### config.mk
export PLATFORM = sky130hd
export DESIGN_NAME = imem_loader
export DESIGN_NICKNAME = d
export VERILOG_FILES = /design/src/rtl/imem_loader_pkg.sv /design/src/rtl/byte_packer.sv /design/src/rtl/imem_loader.sv
export SDC_FILE = /design/constraint.sdc
export NUM_CORES = 1
export LEC_CHECK = 0
export ABC_AREA = 1
export BUFFER_PORTS_ARGS = -buffer_cell sky130_fd_sc_hd__buf_2
export CAP_MARGIN = 30
export CORE_ASPECT_RATIO = 1.4
export CORE_MARGIN = 4
export CORE_UTILIZATION = 53
export CTS_CLUSTER_DIAMETER = 80
export CTS_CLUSTER_SIZE = 28
export DETAILED_ROUTE_END_ITERATION = 8
export PLACE_DENSITY = 0.84
export SETUP_SLACK_MARGIN = 0.4
export SYNTH_ARGS = -nofsm -noshare
export SYNTH_HDL_FRONTEND = slang
export SYNTH_SLANG_ARGS = --single-unit
### constraint.sdc
create_clock -name clk -period 2.4 [get_ports clk]
set_input_delay 0.48 -clock clk [delete_from_list [all_inputs] [get_ports clk]]
set_output_delay 0.48 -clock clk [all_outputs]
set_load 0.01 [all_outputs]
### src/rtl/imem_loader_pkg.sv
// Shared definitions for the instruction-memory loader: load-stream framing constants
// and the loader state encoding.
package imem_loader_pkg;

   localparam int unsigned HdrBytes  = 2;
   localparam int unsigned CountW    = 8 * HdrBytes;
   localparam int unsigned WordBytes = 4;

   typedef enum logic [2:0] {
      StHdr0 = 3'd0,
      StHdr1 = 3'd1,
      StData = 3'd2,
      StDone = 3'd3,
      StErr  = 3'd4
   } ld_state_e;

   // States in which the loader is still consuming stream bytes.
   function automatic logic accepts(input ld_state_e s);
      return (s == StHdr0) || (s == StHdr1) || (s == StData);
   endfunction

endpackage

### src/rtl/byte_packer.sv
// Assembles little-endian bytes into 32-bit words; flags the push that completes a word
// and presents the finished word (including that final byte) in the same cycle.
module byte_packer
   import imem_loader_pkg::*;
(
   input  logic                     clk_i,
   input  logic                     rst_i,
   input  logic                     push_i,
   input  logic [7:0]               data_i,
   output logic [8*WordBytes-1:0]   word_o,
   output logic                     word_done_o
);

   localparam int unsigned IdxW = $clog2(WordBytes);

   logic [IdxW-1:0]          idx_q, idx_d;
   logic [8*WordBytes-1:0]   asm_q, asm_d;

   always_comb begin
      idx_d = idx_q;
      asm_d = asm_q;
      if (push_i) begin
         asm_d[{idx_q, 3'b000} +: 8] = data_i;
         idx_d                       = idx_q + 1'b1;
      end
   end

   assign word_o      = asm_d;
   assign word_done_o = push_i && (idx_q == IdxW'(WordBytes - 1));

   always_ff @(posedge clk_i) begin
      if (rst_i) begin
         idx_q <= '0;
         asm_q <= '0;
      end else begin
         idx_q <= idx_d;
         asm_q <= asm_d;
      end
   end

endmodule

### src/rtl/imem_loader.sv
// Boot loader: parses a count-prefixed byte stream into instruction-memory writes and holds
// the cpu in reset until every word has been written.
module imem_loader
   import imem_loader_pkg::*;
#(
   parameter int unsigned DEPTH  = 64,
   parameter int unsigned ADDR_W = (DEPTH > 1) ? $clog2(DEPTH) : 1
) (
   input  logic              clk,
   input  logic              rst,
   input  logic              in_valid,
   input  logic [7:0]        in_data,
   output logic              in_ready,
   output logic              mem_we,
   output logic [ADDR_W-1:0] mem_addr,
   output logic [31:0]       mem_wdata,
   output logic              cpu_rst,
   output logic              done,
   output logic              err
);

   ld_state_e          state_q, state_d;
   logic [CountW-1:0]  cnt_q, cnt_d;
   logic [ADDR_W-1:0]  addr_q, addr_d;
   logic [31:0]        wdata_q, wdata_d;
   logic               we_q, we_d;

   logic               xfer;
   logic               push;
   logic               word_done;
   logic [31:0]        word;
   logic [CountW-1:0]  cnt_full;
   logic               last_word;

   assign in_ready = !rst && accepts(state_q);
   assign xfer     = in_valid && in_ready;
   assign push     = xfer && (state_q == StData);
   assign cnt_full = {in_data, cnt_q[7:0]};

   // addr_q has already advanced past the previous write by the time a word completes.
   assign last_word = (CountW'(addr_q) == cnt_q - CountW'(1));

   byte_packer u_packer (
      .clk_i       (clk),
      .rst_i       (rst),
      .push_i      (push),
      .data_i      (in_data),
      .word_o      (word),
      .word_done_o (word_done)
   );

   always_comb begin
      state_d = state_q;
      cnt_d   = cnt_q;
      addr_d  = addr_q;
      wdata_d = wdata_q;
      we_d    = 1'b0;

      // Saturate so the address never points past the last memory word.
      if (we_q && (addr_q != ADDR_W'(DEPTH - 1))) begin
         addr_d = addr_q + 1'b1;
      end

      unique case (state_q)
         StHdr0: begin
            if (xfer) begin
               cnt_d[7:0] = in_data;
               state_d    = StHdr1;
            end
         end
         StHdr1: begin
            if (xfer) begin
               cnt_d = cnt_full;
               if (cnt_full == '0) begin
                  state_d = StDone;
               end else if (32'(cnt_full) > DEPTH) begin
                  state_d = StErr;
               end else begin
                  state_d = StData;
               end
            end
         end
         StData: begin
            if (word_done) begin
               we_d    = 1'b1;
               wdata_d = word;
               if (last_word) begin
                  state_d = StDone;
               end
            end
         end
         StDone, StErr: begin
            state_d = state_q;
         end
         default: begin
            state_d = StHdr0;
         end
      endcase
   end

   always_ff @(posedge clk) begin
      if (rst) begin
         state_q <= StHdr0;
         cnt_q   <= '0;
         addr_q  <= '0;
         wdata_q <= '0;
         we_q    <= 1'b0;
      end else begin
         state_q <= state_d;
         cnt_q   <= cnt_d;
         addr_q  <= addr_d;
         wdata_q <= wdata_d;
         we_q    <= we_d;
      end
   end

   // Release waits for the final write strobe to retire.
   assign mem_we    = we_q && !rst;
   assign mem_addr  = addr_q;
   assign mem_wdata = wdata_q;
   assign done      = !rst && (state_q == StDone) && !we_q;
   assign err       = !rst && (state_q == StErr);
   assign cpu_rst   = !done;

endmodule

* Yosys cells after proc, flatten, opt, wreduce, memory -nomap -nowiden
Index checks and enable logic that the tools add are counted.
Storage, ports and cells: bits in registers 92, memories kept 0, logic and storage cells 63, ROM bits 0, bits in writable memories 0, bits in latches 0, input port bits 11, output and inout bits 43
Operators by class: mux-type cells 12, reductions and logical operators 22, div/mod/pow operators 0, shifts and indexed selects 2, bitwise gates (word level) 3, $mul 0, equal/unequal tests 11, add/sub/neg operators 4, $lt $le $gt $ge 1
Operator list (number):
- $bwmux W32 | 1
- $mux W32 | 1
- $shift A8 B7 Y32 const A | 1
- $shiftx A8 B7 Y32 | 1
- $mux W3 | 6
- $eq A6 B16 Y1 | 1
- $gt A16 B7 Y1 const B | 1
- $logic_not A16 Y1 | 1
- $pmux W8 S2 | 1
- $sub A16 B1 Y16 const B | 1
- $pmux W3 S4 | 1
- $logic_and A1 B1 Y1 | 9
- $mux W8 | 1
- $neg A5 Y7 | 1
- $add A6 B1 Y6 const B | 1
- $eq A3 B2 Y1 const B | 2
- $ne A2 B2 Y1 const B | 3
- $ne A6 B6 Y1 const B | 1
- $reduce_and A5 Y1 | 1
- $reduce_and A2 Y1 | 2
- $reduce_or A2 Y1 | 2
- $eq A3 B1 Y1 const B | 1
- $eq A3 B3 Y1 const B | 1
- $logic_not A1 Y1 | 3
- 8 further kinds | 11

* Logic depth before layout (Yosys ltp)
Gate-level depths: netlist of the first run.
word-level depth 9, mapped depth 16

* Modules after synthesis
A second synthesis of the first run with hierarchy kept.
Unflattened totals: cell total of the unflattened synthesis 658, area, all modules 4476.8 um^2
By module, submodules not included:
- imem_loader | cells an instance 418, area an instance 2855.2 um^2, times used 1
- byte_packer | cells an instance 240, area an instance 1621.6 um^2, times used 1

* Worst setup path before layout of the first run
No wires, ideal clock.
path type reg2reg, start point register u_packer.idx_q[0], end point register wdata_q[19] (netlist: mem_wdata[19]), path buffers 1, path slack 259 ps, clock period less this slack 2141 ps, stages on the path, launching flop included 12, data arrival time 2083 ps, setup time 58 ps, cells stage by stage dfxtp_1 > clkbuf_1 > inv_1 > ha_1 > inv_1 > nor3_1 > nand2_1 > nand2_1 > o21ai_0 > nand2_1 > o211ai_1 > inv_1
On the way: longest elaborated chain between the ends 4
RTL lines:
- start, declared | RTL line byte_packer.sv:16 | logic [IdxW-1:0] idx_q, idx_d;
- start signal, assigned | RTL line byte_packer.sv:36 | idx_q <= idx_d;
- $neg A5 Y7 | RTL line byte_packer.sv:23 | asm_d[{idx_q, 3'b000} +: 8] = data_i;
- $shiftx A8 B7 Y32 or $shift A8 B7 Y32 (tied branches) | RTL line byte_packer.sv:23
- $bwmux W32 | RTL line byte_packer.sv:23
- $mux W32 | RTL line byte_packer.sv:22 | if (push_i) begin
- end signal, assigned | RTL line imem_loader.sv:112 | wdata_q <= wdata_d;
- end, declared | RTL line imem_loader.sv:25 | logic [31:0] wdata_q, wdata_d;
Parallel ways exist; a longest one is shown, timed or not. A chain may end at the register's enable or synchronous reset.

* Worst setup path in the final report of the first run
start point register cnt_q[0], end point register state_q[2]
On the way: longest elaborated chain between the ends 5
RTL lines:
- start, declared | RTL line imem_loader.sv:23 | logic [CountW-1:0] cnt_q, cnt_d;
- start signal, assigned | RTL line imem_loader.sv:110 | cnt_q <= cnt_d;
- parallel branches: the longest is 5 deep, another holds $sub A16 B1 Y16
- end signal, assigned | RTL line imem_loader.sv:103 | state_q <= StHdr0;
- end signal, assigned | RTL line imem_loader.sv:109 | state_q <= state_d;
- end, declared | RTL line imem_loader.sv:22 | ld_state_e state_q, state_d;
Parallel ways; which one is timed is not known. The select of a mux whose other input is x is not followed.

==> summary.txt, run 1 <==
Worst setup path
  • CP Data Arrival Time: approximately 2.1 ns
  • Crit Path Max Fanout: 5
  • Crit path capture type: flip-flop
  • WS Path Type: flip-flop to flip-flop
  • Most frequent CP cell: nor2_1
  • CP max-delay cell: dfxtp_1
  • Critical Path Max Stage Delay: around 0.37 ns
  • Cells along the critical path: inv_2 -> ha_1 -> xnor2_1 -> nor2_1 -> nand2_1 -> nor2_1 -> nand3_1 -> nor2_1 -> nand2_1 -> nand2_2 -> nand3_1 -> nand2_1 -> nor2_1
  • CP Data Required Time: approximately 2.7 ns
  • CP Launch Type: flip-flop

Routing
  • Vias per cell: 5.23
  • Via total after detailed routing: 3807
  • Routed len/inst: between 10 and 15 µm
  • DRC viols: 0
  • Routed WL: between 9 and 10 mm
  • Number of routed nets with antenna violations: 0
  • Starting DRT DRC Count: about 320
  • Drt pass-1 iters: 6

Placement
  • PortBufs: 53
  • GPL Wtd Cong: around 0.91
  • Placed cells: approximately 710
  • Post-DP HPWL: roughly 6.8 mm

Timing
  • Least-Margin Pin Slew: 0.542 ns
  • RSZ-0062 raised after global routing: yes
  • Final Critical Period: 1.86 ns
  • Final setup vio count: 0
  • Final Max Slew Viols: 0
  • Max_slew headroom: a little under two thirds
  • Final period util: ~78%
  • Fin. Hold Viols: 0
  • TNS Setup: 0 ns
  • Hold slack: roughly 0.46 ns
  • Clock Skews: around 0.0094 ns
  • Highest clock rate: around 0.54 GHz

Floorplan
  • Die height: ~110 µm
  • I/O pin total: between 50 and 60
  • Die Wd: roughly 81 µm
  • Die Area: 8980 µm²
  • Row count: 37
  • Core area: 7310 µm²
  • Initial core utilization: between 50% and 60%

Clock tree
  • Clock Path Buffers: 2
  • Postcts setup bufs: 0
  • Root buffer cell: clkbuf_8
  • Clock latency on the worst-skew pair: 0.37 ns
  • CTS tree: yes
  • Sink Count: 84
  • CTS H-Tree Depth: 3
  • Hold Buf Count CTS: 0
  • Num CTS Buffers: 9
  • Worst-path clk slew: 0.09 ns

Synth
  • Most frequent cell after synthesis: nand2_1
  • Ys async rst share: 0%
  • Warnings, synthesis: 0
  • Top_reg_cell synth: dfxtp_1
  • Yosys reg bits: 84
  • Yosys top cell area share: 42.2%
  • Mapped Area: between 3000 and 4000 µm²
  • Unique masters post-synth: 30
  • Main area contributors after synthesis: dfxtp_1 (42%), nand2_1 (14%), inv_1 (7.5%)
  • Most frequent cells after synthesis: nand2_1 (148), dfxtp_1 (84), inv_1 (80), nor2_1 (70), o21ai_0 (51)
  • Syn avg cell area: 6.85 µm²
  • Dominant cell type by area after synthesis: dfxtp_1
  • Post-Syn Nets: 600
  • Sequential area share after synthesis: 42.2%
  • Post-synth EDFFs: 0
  • Syn Inst Count: slightly below 600

Pwr
  • Leakage: roughly 0.0021 µW
  • PD cells: slightly above 800 nW/µm²
  • Worst vdd ir: between 500 and 600 µV

Job
  • Number of max-cap violations: 0

Min path
  • Hold Crit Class: flip-flop to flip-flop

Finish
  • Layout Cells excl Fill: ~730
  • Nets@finish: 645
  • # diodes: 0
  • Fraction of layout cells with a size suffix above 1: ~17%
  • Layout area overhead: 15.9%

Outcome
  • Status: complete, no violations

Global route
  • Vias in the first global route: between 3000 and 4000
  • Overflow after GRT: 0
  • Initial antenna violation count: 0
  • Gr usage total: a little under a quarter
  • First-pass GRT wire length: approximately 16 mm
  • Pin count of the biggest net entering global routing: 50
-- metrics by stage --
stage	instance area, µm²	setup slack (ns)	util [%]	power, µW
3_3_place_gp	4310	0.278	59.0	2610
5_1_grt	4610	0.395	63.1	4090
4_1_cts	4550	0.405	62.2	3760
3_5_place_dp	4310	0.177	59.0	2650
2_1_floorplan	3990	0.419	-	2410
6_report	4610	0.537	63.1	3830
-- path summary, 6_finish.rpt --
| check | start | end | slack, ns | cells after the start |
|---|---|---|---|---|
| worst max register to register | cnt_q[0] | state_q[2] | 0.54 | 13 |
| worst min register to register | mem_wdata[28] | mem_wdata[28] | 0.46 | 2 |
| worst min-delay path | mem_wdata[28] | mem_wdata[28] | 0.46 | 2 |
| worst max-delay path | cnt_q[0] | state_q[2] | 0.54 | 13 |
-- report_power, final --
part	total, µW	internal (µW)	switching (µW)
Sequential	1580	1470	102
Combinational	1150	391	754
Clock	1110	590	519
-- cell families after synthesis --
group           synth area share, %
simple gates                   27.8
flops                          42.2
buf+inv                        10.5
fa+ha+maj                      2.51
xor+xnor                       1.54
compound gates                 15.4
-- timing repair --
action	CTS	global route
setup endpoints to repair	41	35
gates resized for setup	4	21
endpoints found under the hold margin	0	0
-- cells in the final DEF, fill, tap and decap left out, types with 4 or more instances in the layout --
cell      count
o21ai_0      51
ha_1          5
clkbuf_8      9
nand2_1     146
buf_2        53
nor2_1       66
nand3_1      19
inv_1        76
o21ai_1       7
o211ai_1     17
inv_2         9
nand2_2       4
xnor2_1       5
dfxtp_1      80
a21oi_1      36
nand4_1       4
-- area by class of cell --
class	count	area, µm²
fill	671	2700
multi-input combinational	389	1960
sequential	84	1690
inverter	86	324
timing repair buffer	56	300
clock buffer	9	124
tap	97	121
clock inverter	7	98.8
-- registers in the layout, summed over array words and instances, names as in the netlist --
| signal | cells |
|---|---|
| state_q | 3 |
| mem_addr | 6 |
| u_packer.idx_q | 2 |
| we_q | 1 |
| mem_wdata | 32 |
| u_packer.asm_q | 24 |
| cnt_q | 16 |
-- worst max-delay path, delay by kind of cell, from the launching register on --
family	cells	cell delay, ns
DFF	1	0.37
xor gates and xnor gates	1	0.13
adders and majority gates	1	0.30
and+or+nand+nor	10	0.88
buffers and inverters	1	0.08
-- per-layer routing --
| metal | vias up | wire length (µm) | global-route usage [%] |
|---|---|---|---|
| met5 | - | 0 | 0 |
| met4 | 0 | 348 | 13.9 |
| met3 | 33 | 581 | 4.73 |
| met2 | 121 | 4840 | 38.4 |
| met1 | 1723 | 4020 | 27.5 |
| li1 | 1930 | - | - |
(Power assumes the default switching activity.)
==> run 2, diff against run 1 <==
Settings changed: ABC_AREA 1 to 0, CORE_UTILIZATION 53 to 50.
Clock period 2.4 ns to 1.7 ns, I/O delays scaled along.
==> summary.txt, run 2 <==
Min path
  • Hold Crit Class: input pin to flip-flop (was flip-flop to flip-flop)

Worst setup path
  • CP Data Required Time: 1.99 ns (was 2.67 ns)
  • CP Data Arrival Time: 2.18 ns (was 2.13 ns)
  • Crit Path Max Fanout: 7 (was 5)
  • Crit path capture type: flip-flop (unchanged)
  • WS Path Type: flip-flop to flip-flop (unchanged)
  • CP Launch Type: flip-flop (unchanged)

Synth
  • Syn Inst Count: 424 (was 581)
  • Dominant cell type by area after synthesis: dfxtp_1 (unchanged)
  • Unique masters post-synth: 45 (was 30)
  • Sequential area share after synthesis: 46.8% (was 42.2%)
  • Most frequent cell after synthesis: nor2_1 (was nand2_1)
  • Top_reg_cell synth: dfxtp_1 (unchanged)
  • Yosys top cell area share: 46.8% (was 42.2%)
  • Ys async rst share: 0% (unchanged)
  • Mapped Area: 3590 µm² (was 3980 µm²)
  • Most frequent cells after synthesis: nor2_1 (101), dfxtp_1 (84), nand2_1 (51), a21oi_1 (34), a211oi_1 (24) (was nand2_1 (148), dfxtp_1 (84), inv_1 (80), nor2_1 (70), o21ai_0 (51))
  • Post-synth EDFFs: 0 (unchanged)
  • Syn avg cell area: 8.48 µm² (was 6.85 µm²)
  • Main area contributors after synthesis: dfxtp_1 (47%), nor2_1 (11%), mux2i_1 (5.6%) (was dfxtp_1 (42%), nand2_1 (14%), inv_1 (7.5%))
  • Warnings, synthesis: 0 (unchanged)
  • Post-Syn Nets: 443 (was 600)
  • Yosys reg bits: 84 (unchanged)

Pwr
  • Int Power: 2650 µW (was 2460 µW)
  • Flop pwr share: 54.9% (was 41.1%)
  • Power share of the combinational group: 11.0% (was 29.9%)
  • Clk network pwr share: 34.1% (was 29.0%)
  • PD cells: 663 nW/µm² (was 830 nW/µm²)
  • Switching Share: 27.2% (was 35.9%)
  • Worst vdd ir: 573 µV (was 569 µV)
  • Leakage: 0.00222 µW (was 0.00215 µW)
  • P_sw: 989 µW (was 1380 µW)

Finish
  • Commonest cells after routing, fill and taps aside: nor2_1 (74), dfxtp_1 (70), buf_2 (50) (was nand2_1 (146), dfxtp_1 (80), inv_1 (76))
  • Max reg flops: 32 (unchanged)
  • # diodes: 0 (unchanged)
  • Layout area overhead: 52.8% (was 15.9%)
  • Finished Cell Area: 5490 µm² (was 4610 µm²)
  • Most common cell after layout, fill and taps aside: nor2_1 (was nand2_1)
  • Fillers: 375 (was 671)
  • Fraction of layout cells with a size suffix above 1: 55.8% (was 16.6%)
  • Nets@finish: 550 (was 645)

Global route
  • First-pass GRT wire length: 16.7 mm (was 16.4 mm)
  • Overflow after GRT: 0 (unchanged)
  • Gr usage total: 24.8% (was 23.4%)
  • Pin count of the biggest net entering global routing: 44 (was 50)
  • Vias in the first global route: 3523 (was 3606)
  • Initial antenna violation count: 0 (unchanged)

Timing
  • Highest clock rate: 0.531 GHz (was 0.537 GHz)
  • Final Critical Period: 1.88 ns (was 1.86 ns)
  • Final setup vio count: 36 (was 0)
  • RSZ-0062 raised after global routing: yes (unchanged)
  • Final setup margin: -0.184 ns (was 0.537 ns)
  • Final Max Slew Viols: 0 (unchanged)
  • Final period util: 111% (was 77.6%)
  • Max_slew headroom: 63.9% (was 63.7%)
  • Least-Margin Pin Slew: 0.541 ns (was 0.542 ns)
  • Clock Skews: 0.0153 ns (was 0.00937 ns)
  • Fin. Hold Viols: 0 (unchanged)

Routing
  • DRC viols: 0 (unchanged)
  • Drt pass-1 iters: 5 (was 6)
  • Via total after detailed routing: 3695 (was 3807)
  • Number of routed nets with antenna violations: 0 (unchanged)
  • Routed WL: 13.0 mm (was 9.80 mm)
  • Routed len/inst: 20.6 µm (was 13.5 µm)
  • Starting DRT DRC Count: 288 (was 324)
  • Vias per cell: 5.87 (was 5.23)

Floorplan
  • Initial core utilization: 51.5% (was 54.4%)
  • Row count: 36 (was 37)
  • Die Area: 8630 µm² (was 8980 µm²)
  • Die height: 108 µm (was 111 µm)
  • Core area: 6980 µm² (was 7310 µm²)
  • I/O pin total: 54 (unchanged)
  • Die Wd: 79.7 µm (was 81.3 µm)

Job
  • Number of max-cap violations: 0 (unchanged)

Placement
  • Post-Place Setup Slack: -0.251 ns (was 0.177 ns)
  • PortBufs: 53 (unchanged)
  • Post-DP HPWL: 6.18 mm (was 6.83 mm)
  • GPL Wtd Cong: 0.924 (was 0.911)
  • Placed Area: 4270 µm² (was 4310 µm²)

Clock tree
  • Hold Buf Count CTS: 0 (unchanged)
  • Worst-path clk slew: 0.08 ns (was 0.09 ns)
  • CTS H-Tree Depth: 3 (unchanged)
  • Sink Count: 84 (unchanged)
  • Num CTS Buffers: 9 (unchanged)
  • CTS tree: yes (unchanged)
  • Clock Path Buffers: 2 (unchanged)
  • Root buffer cell: clkbuf_8 (unchanged)
  • Clock latency on the worst-skew pair: 0.38 ns (was 0.37 ns)

Outcome
  • Failing checks: setup timing
  • Status: finished, violations left (was complete, no violations)
==> run 2: cell types whose count changed after synthesis, sizes merged, moves of 14 or more <==
cell    before  now
nor2        72  102
nand3       19    2
o211ai      17    3
mux2i        0   20
o21ai       58    4
a211oi       0   24
inv         86    7
nand2      152   55
==> run 2: worst paths after layout <==
path / start / end / slack, ns / cells past startpoint
worst min register to register: mem_wdata[25] / mem_wdata[25] / 0.48 / 2
worst max register to register: u_packer.idx_q[0] / mem_wdata[12] / -0.18 / 9
worst max-delay path: u_packer.idx_q[0] / mem_wdata[12] / -0.18 / 9
worst min-delay path: in_data[7] / mem_wdata[31] / 0.35 / 3
==> run 2: power by group through the flow <==
stage / clock, µW / sequential (µW) / combinational, µW
after floorplan: 0 / 2040 / 173
after global placement: 0 / 2040 / 283
after detailed placement: 0 / 2040 / 294
after CTS: 1200 / 2000 / 333
after global routing: 1310 / 2000 / 419
final: 1240 / 2000 / 399
==> run 2: cell type report <==
class,instances,area [µm²],area share [%]
Multi-Input combinational cell,308,2540,46.3
Clock inverter,3,16.3,0.296
Clock buffer,11,131,2.39
Inverter,7,37.5,0.683
Tap cell,95,119,2.16
Sequential cell,84,1710,31.2
Timing Repair Buffer,121,931,16.9
==> run 2: cells by family (layout without fill, tap and decap cells) <==
family / Yosys count / after routing / share of synthesized area (%)
multiplexers: 20 / 20 / 5.57
buffers and inverters: 33 / 142 / 4.07
flip-flops: 84 / 84 / 46.8
XOR/XNOR: 12 / 12 / 2.92
AND/OR/NAND/NOR: 193 / 194 / 24.5
AO/OA/AOI/OAI: 74 / 74 / 13.4
adder cells (fa/ha/maj): 8 / 8 / 2.78
==> run 2: routing by layer <==
metal	part of all wire, %	GRT usage [%]	vias to the layer above
met5	0	0	-
met3	6.1	5.67	69
met4	6.0	13.1	0
met1	36	27.1	1778
met2	52	43.8	187
li1	-	-	1661
==> run 2: worst max-delay path: stages, from the launching register on <==
cell and delay [ns]:
dfxtp_4 0.37, clkinvlp_4 0.16, ha_4 0.36, nor3b_4 0.24
buf_6 0.19, buf_6 0.11, nand2_4 0.04, nor2_4 0.09
a21oi_2 0.06, a211oi_2 0.18
==> run 2: what timing repair did <==
| item | CTS | global route |
|---|---|---|
| cloned | 1 | 0 |
| setup buffers | 16 | 15 |
| gates resized for setup | 105 | 114 |
| endpoints found under the hold margin | 0 | 0 |
| pin swaps | 44 | 51 |
| setup endpoints to repair | 91 | 90 |
==> run 2: through the flow <==
| step | total power, µW | hold WS (ns) | util [%] | cells | TNS, ns |
|---|---|---|---|---|---|
| after floorplan | 2220 | 0.447 | - | 424 | -0.106 |
| after global placement | 2330 | 0.446 | 61.1 | 583 | -0.302 |
| after detailed placement | 2340 | 0.453 | 61.1 | 583 | -1.11 |
| after CTS | 3530 | 0.304 | 70.4 | 614 | -0.278 |
| after global routing | 3730 | 0.341 | 78.7 | 629 | -6.24 |
| final | 3640 | 0.349 | 78.7 | 629 | -2.87 |
